File: src/rtl/jump_arc_controller.sv
// Jump arc controller: a debounced button press launches a rise / hang / fall height trajectory.
// Define JUMP_BUFFER_EN to chain a press made during FALL straight into the next jump.
module jump_arc_controller #(
    parameter int unsigned HEIGHT_W        = 6,
    parameter int unsigned MAX_HEIGHT      = 24,
    parameter int unsigned STEP_CYCLES     = 270_000,
    parameter int unsigned HANG_STEPS      = 4,
    parameter int unsigned DEBOUNCE_CYCLES = 270_000
) (
    input  logic                clk,
    input  logic                rst,
    input  logic                btn1,
    input  logic                freeze,
    output logic [HEIGHT_W-1:0] height,
    output logic                airborne,
    output logic                landed
);

    localparam int unsigned StepW = (STEP_CYCLES > 1) ? $clog2(STEP_CYCLES) : 1;
    localparam int unsigned DbW   = (DEBOUNCE_CYCLES > 1) ? $clog2(DEBOUNCE_CYCLES) : 1;
    localparam int unsigned HangW = (HANG_STEPS > 1) ? $clog2(HANG_STEPS) : 1;

    localparam logic [StepW-1:0]    StepLast = StepW'(STEP_CYCLES - 1);
    localparam logic [DbW-1:0]      DbLast   = DbW'(DEBOUNCE_CYCLES - 1);
    localparam logic [HangW-1:0]    HangLast = HangW'((HANG_STEPS > 0) ? HANG_STEPS - 1 : 0);
    localparam logic [HEIGHT_W-1:0] MaxH     = HEIGHT_W'(MAX_HEIGHT);
    localparam logic [HEIGHT_W-1:0] OneH     = HEIGHT_W'(1);

    typedef enum logic [1:0] {StIdle, StRise, StHang, StFall} state_e;

    logic           sync1_q, sync2_q;
    logic           db_level_q, db_prev_q;
    logic [DbW-1:0] db_cnt_q;
    logic           warm_q, armed_q;
    logic           press;

    // armed_q blocks presses until a real release is seen after reset, so a button
    // held through reset cannot launch a jump.
    always_ff @(posedge clk) begin
        if (rst) begin
            sync1_q    <= 1'b1;
            sync2_q    <= 1'b1;
            db_level_q <= 1'b1;
            db_prev_q  <= 1'b1;
            db_cnt_q   <= '0;
            warm_q     <= 1'b0;
            armed_q    <= 1'b0;
        end else begin
            sync1_q   <= btn1;
            sync2_q   <= sync1_q;
            db_prev_q <= db_level_q;
            warm_q    <= 1'b1;
            if (warm_q && sync1_q && sync2_q) begin
                armed_q <= 1'b1;
            end
            if (sync2_q == db_level_q) begin
                db_cnt_q <= '0;
            end else if (db_cnt_q == DbLast) begin
                db_level_q <= sync2_q;
                db_cnt_q   <= '0;
            end else begin
                db_cnt_q <= db_cnt_q + 1'b1;
            end
        end
    end

    assign press = armed_q & db_prev_q & ~db_level_q;

    state_e              state_q, state_d;
    logic [HEIGHT_W-1:0] height_q, height_d;
    logic [StepW-1:0]    step_q, step_d;
    logic [HangW-1:0]    hang_q, hang_d;
    logic                landed_q, landed_d;
    logic                tick, land_tick, chain;

    assign tick      = (step_q == StepLast);
    assign land_tick = (state_q == StFall) && tick && (height_q == OneH);

`ifdef JUMP_BUFFER_EN
    logic buf_q, buf_d;

    always_comb begin
        buf_d = buf_q;
        if (!freeze && state_q == StFall) begin
            if (land_tick) begin
                buf_d = 1'b0;
            end else if (press) begin
                buf_d = 1'b1;
            end
        end
    end

    always_ff @(posedge clk) begin
        if (rst) begin
            buf_q <= 1'b0;
        end else begin
            buf_q <= buf_d;
        end
    end

    // A press on the landing cycle itself also chains.
    assign chain = buf_q | press;
`else
    assign chain = 1'b0;
`endif

    always_comb begin
        state_d  = state_q;
        height_d = height_q;
        step_d   = step_q;
        hang_d   = hang_q;
        landed_d = 1'b0;
        if (!freeze) begin
            if (state_q != StIdle) begin
                step_d = tick ? '0 : step_q + 1'b1;
            end
            case (state_q)
                StIdle: begin
                    if (press) begin
                        state_d  = StRise;
                        step_d   = '0;
                        height_d = '0;
                    end
                end
                StRise: begin
                    if (tick) begin
                        height_d = height_q + 1'b1;
                        if (height_d == MaxH) begin
                            state_d = (HANG_STEPS == 0) ? StFall : StHang;
                            hang_d  = '0;
                        end
                    end
                end
                StHang: begin
                    if (tick) begin
                        if (hang_q == HangLast) begin
                            state_d = StFall;
                        end else begin
                            hang_d = hang_q + 1'b1;
                        end
                    end
                end
                StFall: begin
                    if (tick) begin
                        height_d = height_q - 1'b1;
                        if (land_tick) begin
                            landed_d = 1'b1;
                            state_d  = chain ? StRise : StIdle;
                        end
                    end
                end
                default: state_d = StIdle;
            endcase
        end
    end

    always_ff @(posedge clk) begin
        if (rst) begin
            state_q  <= StIdle;
            height_q <= '0;
            step_q   <= '0;
            hang_q   <= '0;
            landed_q <= 1'b0;
        end else begin
            state_q  <= state_d;
            height_q <= height_d;
            step_q   <= step_d;
            hang_q   <= hang_d;
            landed_q <= landed_d;
        end
    end

    assign height   = height_q;
    assign airborne = (state_q != StIdle);
    assign landed   = landed_q;

endmodule

File: config.mk
export PLATFORM = sky130hd
export DESIGN_NAME = jump_arc_controller
export DESIGN_NICKNAME = d
export VERILOG_FILES = /design/src/rtl/jump_arc_controller.sv
export SDC_FILE = /design/constraint.sdc
export NUM_CORES = 1
export LEC_CHECK = 0
export BUFFER_PORTS_ARGS = -buffer_cell sky130_fd_sc_hd__buf_2
export CAP_MARGIN = 20
export CORE_MARGIN = 10
export CORE_UTILIZATION = 66
export DETAILED_ROUTE_END_ITERATION = 7
export GPL_ROUTABILITY_DRIVEN = 0
export PLACE_DENSITY_LB_ADDON = 0.1
export SYNTH_ARGS = -nofsm -noshare
export SYNTH_HDL_FRONTEND = slang
export SYNTH_SLANG_ARGS = --single-unit
export TNS_END_PERCENT = 20
File: constraint.sdc
create_clock -name clk -period 4.5 [get_ports clk]
set_clock_uncertainty 0.2 [all_clocks]
set_input_delay 0.225 -clock clk [delete_from_list [all_inputs] [get_ports clk]]
set_output_delay 0.225 -clock clk [all_outputs]
set_load 0.05 [all_outputs]
==> impl_results.md, run 1 <==
* Vias in the first global route at between 2,000 and 2,500
* Sequential cell fraction of total power at between 60% and 70%
* Number of synthesized flops with an enable pin at 0
* Fmax at 0.3689 GHz
* Maximum clock path buffer count at 2
* NetSw at 0.1712 mW
* Setup TNS at 0 ns
* Slew HR at 54.38%
* Routed wire length at 6158 um
* Total power at 0.7731 mW
* Top-area cell type share of the netlist area at 38.11%
* CTS buffer count at 5
* Post-synth cell types at 50
* Fillers at 357
* RSZ-0062 raised after global routing: false
* Initial Util at 67.28%
* Crit path cell chain: ha_1, and3_1, and3_1, a21oi_1, or4b_2, a31oi_1
* Die Span Y at 86.16 um
* Nets at 365
* Row cnt at 24
* Switch share at 22.14%
* DR pass1 iterations at 5
* Mapped Nets at ~360
* Worst-Skew Late Latency at 0.31 ns
* Worst-Margin Slew at 0.6844 ns
* Slowest CP cell: or4b_2
* Clock slew at reported path FFs at 0.10 ns
* Status: finished clean
* Postcts setup bufs at 0
* Fin crit share at 60.24%
* DIE WIDTH at 86.16 um
* Vias per cell at 6.370
* Iter 0 DRT Violations at 178
* Lkg Pwr at approximately 0.94 nW
* Fin area at 3053 um2
* Maxcap violations at 0
* Crit start category: register
* Syn avg cell area at 8.302 um2
* Clock share of power at 35.0%
* Core Util, Final at between 70% and 80%
* Dpl hpwl at approximately 4400 um
* Gate power share at under 10%
* Crit-path max cell delay at 0.64 ns
* Number of clock sinks at 55
* Share of cells above drive strength 1 at a little under 9%
* Mapped Cells at approximately 350
* Gr usage total at roughly 17%
* Yosys warning count at 0
* Ys async rst share at 0%
* CP endpoint kind: register
* I/O pin cnt at 12
* Fin crit period at 2.711 ns
* Cell area after synthesis at between 2000 and 3000 um2
* PostCTS Resize Cnt at 0
* Sequential share of the synthesized area at 38.11%
* Antenna-violating nets left at 0
* Predominant post-synthesis flop cell: dfxtp_1
* Largest net degree at the start of global routing at 34
* Cell type with the largest total area after synthesis: dfxtp_1
* Diodes inserted at 0
* Via count at 2,567
* Int Power at 0.6019 mW
* Seq cells post-synth at 55
* Die area at 7424 um2
* Hold buffers post-CTS at 1
* Worst hold path class: primary input to register
* Post-DP Area at approximately 3000 um2
* Final setup viols at 0
* DRC at 0
* H-tree levels at 2
* Worst EP required at 4.54 ns
* Worst setup path class: register to register
* Antenna violations before repair at 0
* CTS tree: done
* Arr. time, crit path at 2.75 ns
* Power per standard cell area at between 200 and 300 nW/um2
* WL/cell at 15.28 um
* Global-route wire length before repair at roughly 11,000 um
* Slew Viols, Final at 0
* Total core area at 4294 um2
* Clk root buf: clkbuf_8
* Most area-consuming cells after synthesis: dfxtp_1 (38%), nor2_1 (4.9%), ha_1 (4.3%)
* Hold Vio Cnt, Final at 0
* Global route overflow at 0
* CP most frequent cell: and3_1
* Port-buffer cells at 11
* CP Max Fanout at 10
* Area growth, synth to finish at 5.674%
* Max VDD drop at ~0.16 mV
## cell type report
type | instances | area (um2) | area share (%)
inverter | 11 | 41.29 | 1.352
clock buffer | 5 | 68.82 | 2.254
tap | 52 | 65.06 | 2.131
multi-input combinational | 264 | 1679 | 55.00
clock inverter | 2 | 17.52 | 0.5738
sequential | 55 | 1101 | 36.07
timing repair buffer | 14 | 80.08 | 2.623
## path summary, 6_finish.rpt
check                                            start                     end  slack, ns  cells after the start
worst max-delay path            step_q[0]$_SDFFE_PP0N_  step_q[7]$_SDFFE_PP0N_       1.79                      6
worst min-delay path                            freeze       landed$_SDFF_PP0_        0.1                      3
worst max register to register  step_q[0]$_SDFFE_PP0N_  step_q[7]$_SDFFE_PP0N_       1.79                      6
worst min register to register      sync1_q$_SDFF_PP1_      sync2_q$_SDFF_PP1_       0.27                      1
## cells by family after synthesis
| kind of cell | count (synthesis) | share of synthesized area (%) |
|---|---|---|
| XOR/XNOR | 19 | 5.760 |
| multiplexers | 6 | 2.079 |
| adder cells (fa/ha/maj) | 10 | 4.331 |
| AO/OA/AOI/OAI | 80 | 18.71 |
| AND/OR/NAND/NOR | 149 | 27.24 |
| flip-flops | 55 | 38.11 |
| buffers and inverters | 29 | 3.768 |
## stage by stage
stage,setup slack [ns],hold WS [ns],instances
after floorplan,2.031,0.1288,348
after detailed placement,1.812,0.2151,395
final,1.789,0.09773,403
after global routing,1.625,0.1000,403
after CTS,1.799,0.09465,403
after global placement,1.917,0.2152,395
## power groups by stage
| stage | combinational (mW) | clock [mW] | sequential (mW) |
|---|---|---|---|
| floorplan | 0.00832 | 0 | 0.501 |
| global placement | 0.0119 | 0 | 0.501 |
| detailed placement | 0.0122 | 0 | 0.501 |
| CTS | 0.0129 | 0.277 | 0.490 |
| global route | 0.0142 | 0.296 | 0.490 |
| finish | 0.0127 | 0.270 | 0.490 |
## per-layer routing
layer | vias to the layer above | track usage, % | part of all wire [%]
met3 | 8 | 3.791 | 4.6
met4 | 0 | 4.790 | 0.89
met1 | 1207 | 21.31 | 47
li1 | 1295 | - | -
met2 | 57 | 28.06 | 47
met5 | - | 0 | 0
## cells in the mapped netlist (all sizes together) (3+ instances only)
cell and instances:
mux2i 6, nor2 38, xor2 12, or2 3
a31oi 7, xnor2 7, nand3b 3, nor4 7
nand2 25, nand3 22, nand4 12, a41oi 5
nor4b 4, o21ai 11, and3 6, nor3 9
dfxtp 55, o31ai 4, clkbuf 18, or4 4
nand2b 6, inv 10, ha 10, a311oi 12
a21oi 23
## critical path, delay by kind of cell (launching register included)
| kind | cells | cell delay (ns) |
|---|---|---|
| flops | 1 | 0.36 |
| simple gates | 3 | 1.12 |
| fa+ha+maj | 1 | 0.25 |
| compound gates | 2 | 0.71 |
## cells in the final DEF (no fill, tap or decap), types with 2 or more instances in the layout
cell type and count:
mux2i_1 6, or2_2 3, xor2_1 12, buf_2 11
ha_1 10, a31oi_1 7, nand4_1 12, dfxtp_1 55
nand2b_1 6, or4_4 2, clkbuf_8 5, and3_1 6
a31o_2 2, o31ai_1 4, nand2_1 25, xnor2_1 7
or4b_2 2, a311oi_1 12, a21oi_1 23, o22ai_1 2
buf_4 2, nand3b_1 3, nor2b_1 2, a22oi_1 2
o21ai_0 11, nor4b_1 4, nor2_1 38, inv_1 10
a41oi_1 5, or4_1 2, nand3_1 21, nor3_1 9
nor4_1 7, nand4b_1 2
## flip-flops by register name (all words and copies together), names as in the netlist
| register | cells |
|---|---|
| armed_q | 1 |
| db_cnt_q | 19 |
| db_level_q | 1 |
| db_prev_q | 1 |
| hang_q | 2 |
| height | 6 |
| landed | 1 |
| state_q | 2 |
| step_q | 19 |
| sync1_q | 1 |
| sync2_q | 1 |
| warm_q | 1 |
Power figures use the tool's default switching activity.
==> run 2: changes to the inputs <==
--- a/config.mk
+++ b/config.mk
@@ -8,7 +8,7 @@
 export BUFFER_PORTS_ARGS = -buffer_cell sky130_fd_sc_hd__buf_2
 export CAP_MARGIN = 20
 export CORE_MARGIN = 10
-export CORE_UTILIZATION = 66
+export CORE_UTILIZATION = 55
 export DETAILED_ROUTE_END_ITERATION = 7
 export GPL_ROUTABILITY_DRIVEN = 0
 export PLACE_DENSITY_LB_ADDON = 0.1
==> constraint.sdc (replaced) <==
create_clock -name clk -period 2.4 [get_ports clk]
set_clock_uncertainty 0.2 [all_clocks]
set_input_delay 0.12 -clock clk [delete_from_list [all_inputs] [get_ports clk]]
set_output_delay 0.12 -clock clk [all_outputs]
set_load 0.05 [all_outputs]
==> impl_results.md, run 2 (synthesis results as in run 1) <==
* Status: finished clean
* Largest net degree at the start of global routing at 34
* NetSw at 0.3486 mW
* Nets at 393
* Gr usage total at between 10% and 20%
* Dpl hpwl at 4789 um
* Post-placement worst setup slack at 0.01957 ns
* Fmax at 0.4260 GHz
* Final WS setup at 0.05266 ns
* Die Span Y at 92.48 um
* Register area at 1109 um2
* Hold Vio Cnt, Final at 0
* Fin crit share at slightly below 100%
* Worst setup path class: register to register
* Max VDD drop at 0.3436 mV
* Initial Util at 56.57%
* R2R setup slack at 0.05 ns
* Fin crit period at 2.347 ns
* Clock slew at reported path FFs at roughly 0.1 ns
* WL/cell at 15.00 um
* Routed wire length at just under 7000 um
* Worst-Margin Slew at ~0.66 ns
* Most frequent cells in the layout: dfxtp_1 (49), nor2_1 (38), buf_4 (28), nand2_1 (25)
* Vias in the first global route at about 2,500
* Hold WS at 0.1227 ns
* Worst hold path class: primary input to register
* Setup TNS at 0 ns
* CP Max Fanout at 4
* Port-buffer cells at 11
* CTS tree: done
* Slew Viols, Final at 0
* CTS buffer count at 5
* Clock share of power at 40.8%
* Slew HR at 56.04%
* Iter 0 DRT Violations at 175
* Maxcap violations at 0
* Number of clock sinks at 55
* Switch share at 21.85%
* Arr. time, crit path at 2.40 ns
* Share of cells above drive strength 1 at 18.42%
* I/O pin cnt at 12
* Reg2reg start: step_q[12]$_SDFFE_PP0N_
* DR pass1 iterations at 4
* Total core area at 5107 um2
* Antenna violations before repair at 0
* Die area at 8552 um2
* Global route overflow at 0
* Diodes inserted at 0
* Area growth, synth to finish at 16.63%
* RSZ-0062 raised after global routing: true
* Lkg Pwr at 1.110 nW
* Most common cell after layout, fill and taps aside: dfxtp_1
* DRC at 0
* Cell Count, Final, Fillers Out at 450
* Via count at 2,673
* Row cnt at 26
* Hold Crit Start: rst
* Antenna-violating nets left at 0
* Sequential cell fraction of total power at 57.6%
* Worst-Skew Late Latency at between 0.3 and 0.4 ns
* Total power at 1.595 mW
* Final setup viols at 0
* Worst EP required at 2.45 ns
* Gate power share at 1.6%
* Maximum clock path buffer count at 2
* WHS Path Cells at 2
* DIE WIDTH at 92.48 um
* Global-route wire length before repair at around 12,000 um
* Fillers at 455
* FF-to-FF End: hang_q[1]$_SDFFE_PP0P_
* CP endpoint kind: register
* Vias per cell at 5.940
* Power per standard cell area at 473.5 nW/um2
* Clk root buf: clkbuf_8
* Int Power at around 1.2 mW
* Multi-input gate area at 1708 um2
* Crit start category: register
* H-tree levels at 2
* Cells on worst reg2reg path at 5
* Worst Hold End: armed_q$_SDFFE_PP0P_
* Dpl cells at roughly 440
run 2: layer usage:
| metal | up-vias | routed length, um | global-route usage (%) |
|---|---|---|---|
| li1 | 1353 | - | - |
| met1 | 1258 | 3183 | 20.30 |
| met2 | 49 | 3178 | 26.24 |
| met3 | 13 | 267 | 2.986 |
| met4 | 0 | 118 | 6.427 |
| met5 | - | 0 | 0 |
run 2: power groups by stage:
stage	combinational, mW	clock, mW	sequential [mW]
floorplan	0.0156	0	0.939
global placement	0.0234	0	0.940
detailed placement	0.0236	0	0.940
CTS	0.0260	0.663	0.919
global route	0.0293	0.689	0.919
finish	0.0261	0.650	0.919
run 2: what timing repair did:
action,CTS,global route
endpoints found under the hold margin,2,0
pin swaps,1,1
hold buffers,2,0
endpoints found under the setup margin,1,3
gates resized for setup,0,12
cloned,0,0
setup buffers,0,1
run 2: stage by stage:
step                      util [%]  cell area [um2]
after global routing         65.97             3369
after global placement       62.47             3191
after detailed placement     62.47             3191
after CTS                    65.19             3329
after floorplan                  -             2893
final                        65.97             3369
run 2: area by class of cell:
type | count | area share [%]
Timing Repair Buffer | 42 | 9.061
Tap cell | 70 | 2.599
Clock inverter | 3 | 1.485
Clock buffer | 5 | 2.042
Inverter | 11 | 1.225
Sequential cell | 55 | 32.90
Multi-Input combinational cell | 264 | 50.69
run 2: worst max path at each step:
stage / slack (ns) / to / from / cells after the start
2_1_floorplan: -0.009 / hang_q[1]$_SDFFE_PP0P_ / step_q[9]$_SDFFE_PP0N_ / 5
3_3_place_gp: 0.02 / hang_q[1]$_SDFFE_PP0P_ / step_q[6]$_SDFFE_PP0N_ / 4
3_5_place_dp: 0.02 / hang_q[1]$_SDFFE_PP0P_ / step_q[6]$_SDFFE_PP0N_ / 4
4_1_cts: 0.01 / hang_q[1]$_SDFFE_PP0P_ / step_q[10]$_SDFFE_PP0N_ / 5
5_1_grt: -0.03 / hang_q[1]$_SDFFE_PP0P_ / step_q[1]$_SDFFE_PP0N_ / 7
6_report: 0.05 / hang_q[1]$_SDFFE_PP0P_ / step_q[12]$_SDFFE_PP0N_ / 5
run 2: worst max-delay path, stage by stage, from the launching register on:
cell	delay (ns)
dfxtp_2	0.34
nand2_1	0.07
or4_4	0.52
or4_4	0.53
or4_4	0.49
a21oi_2	0.13
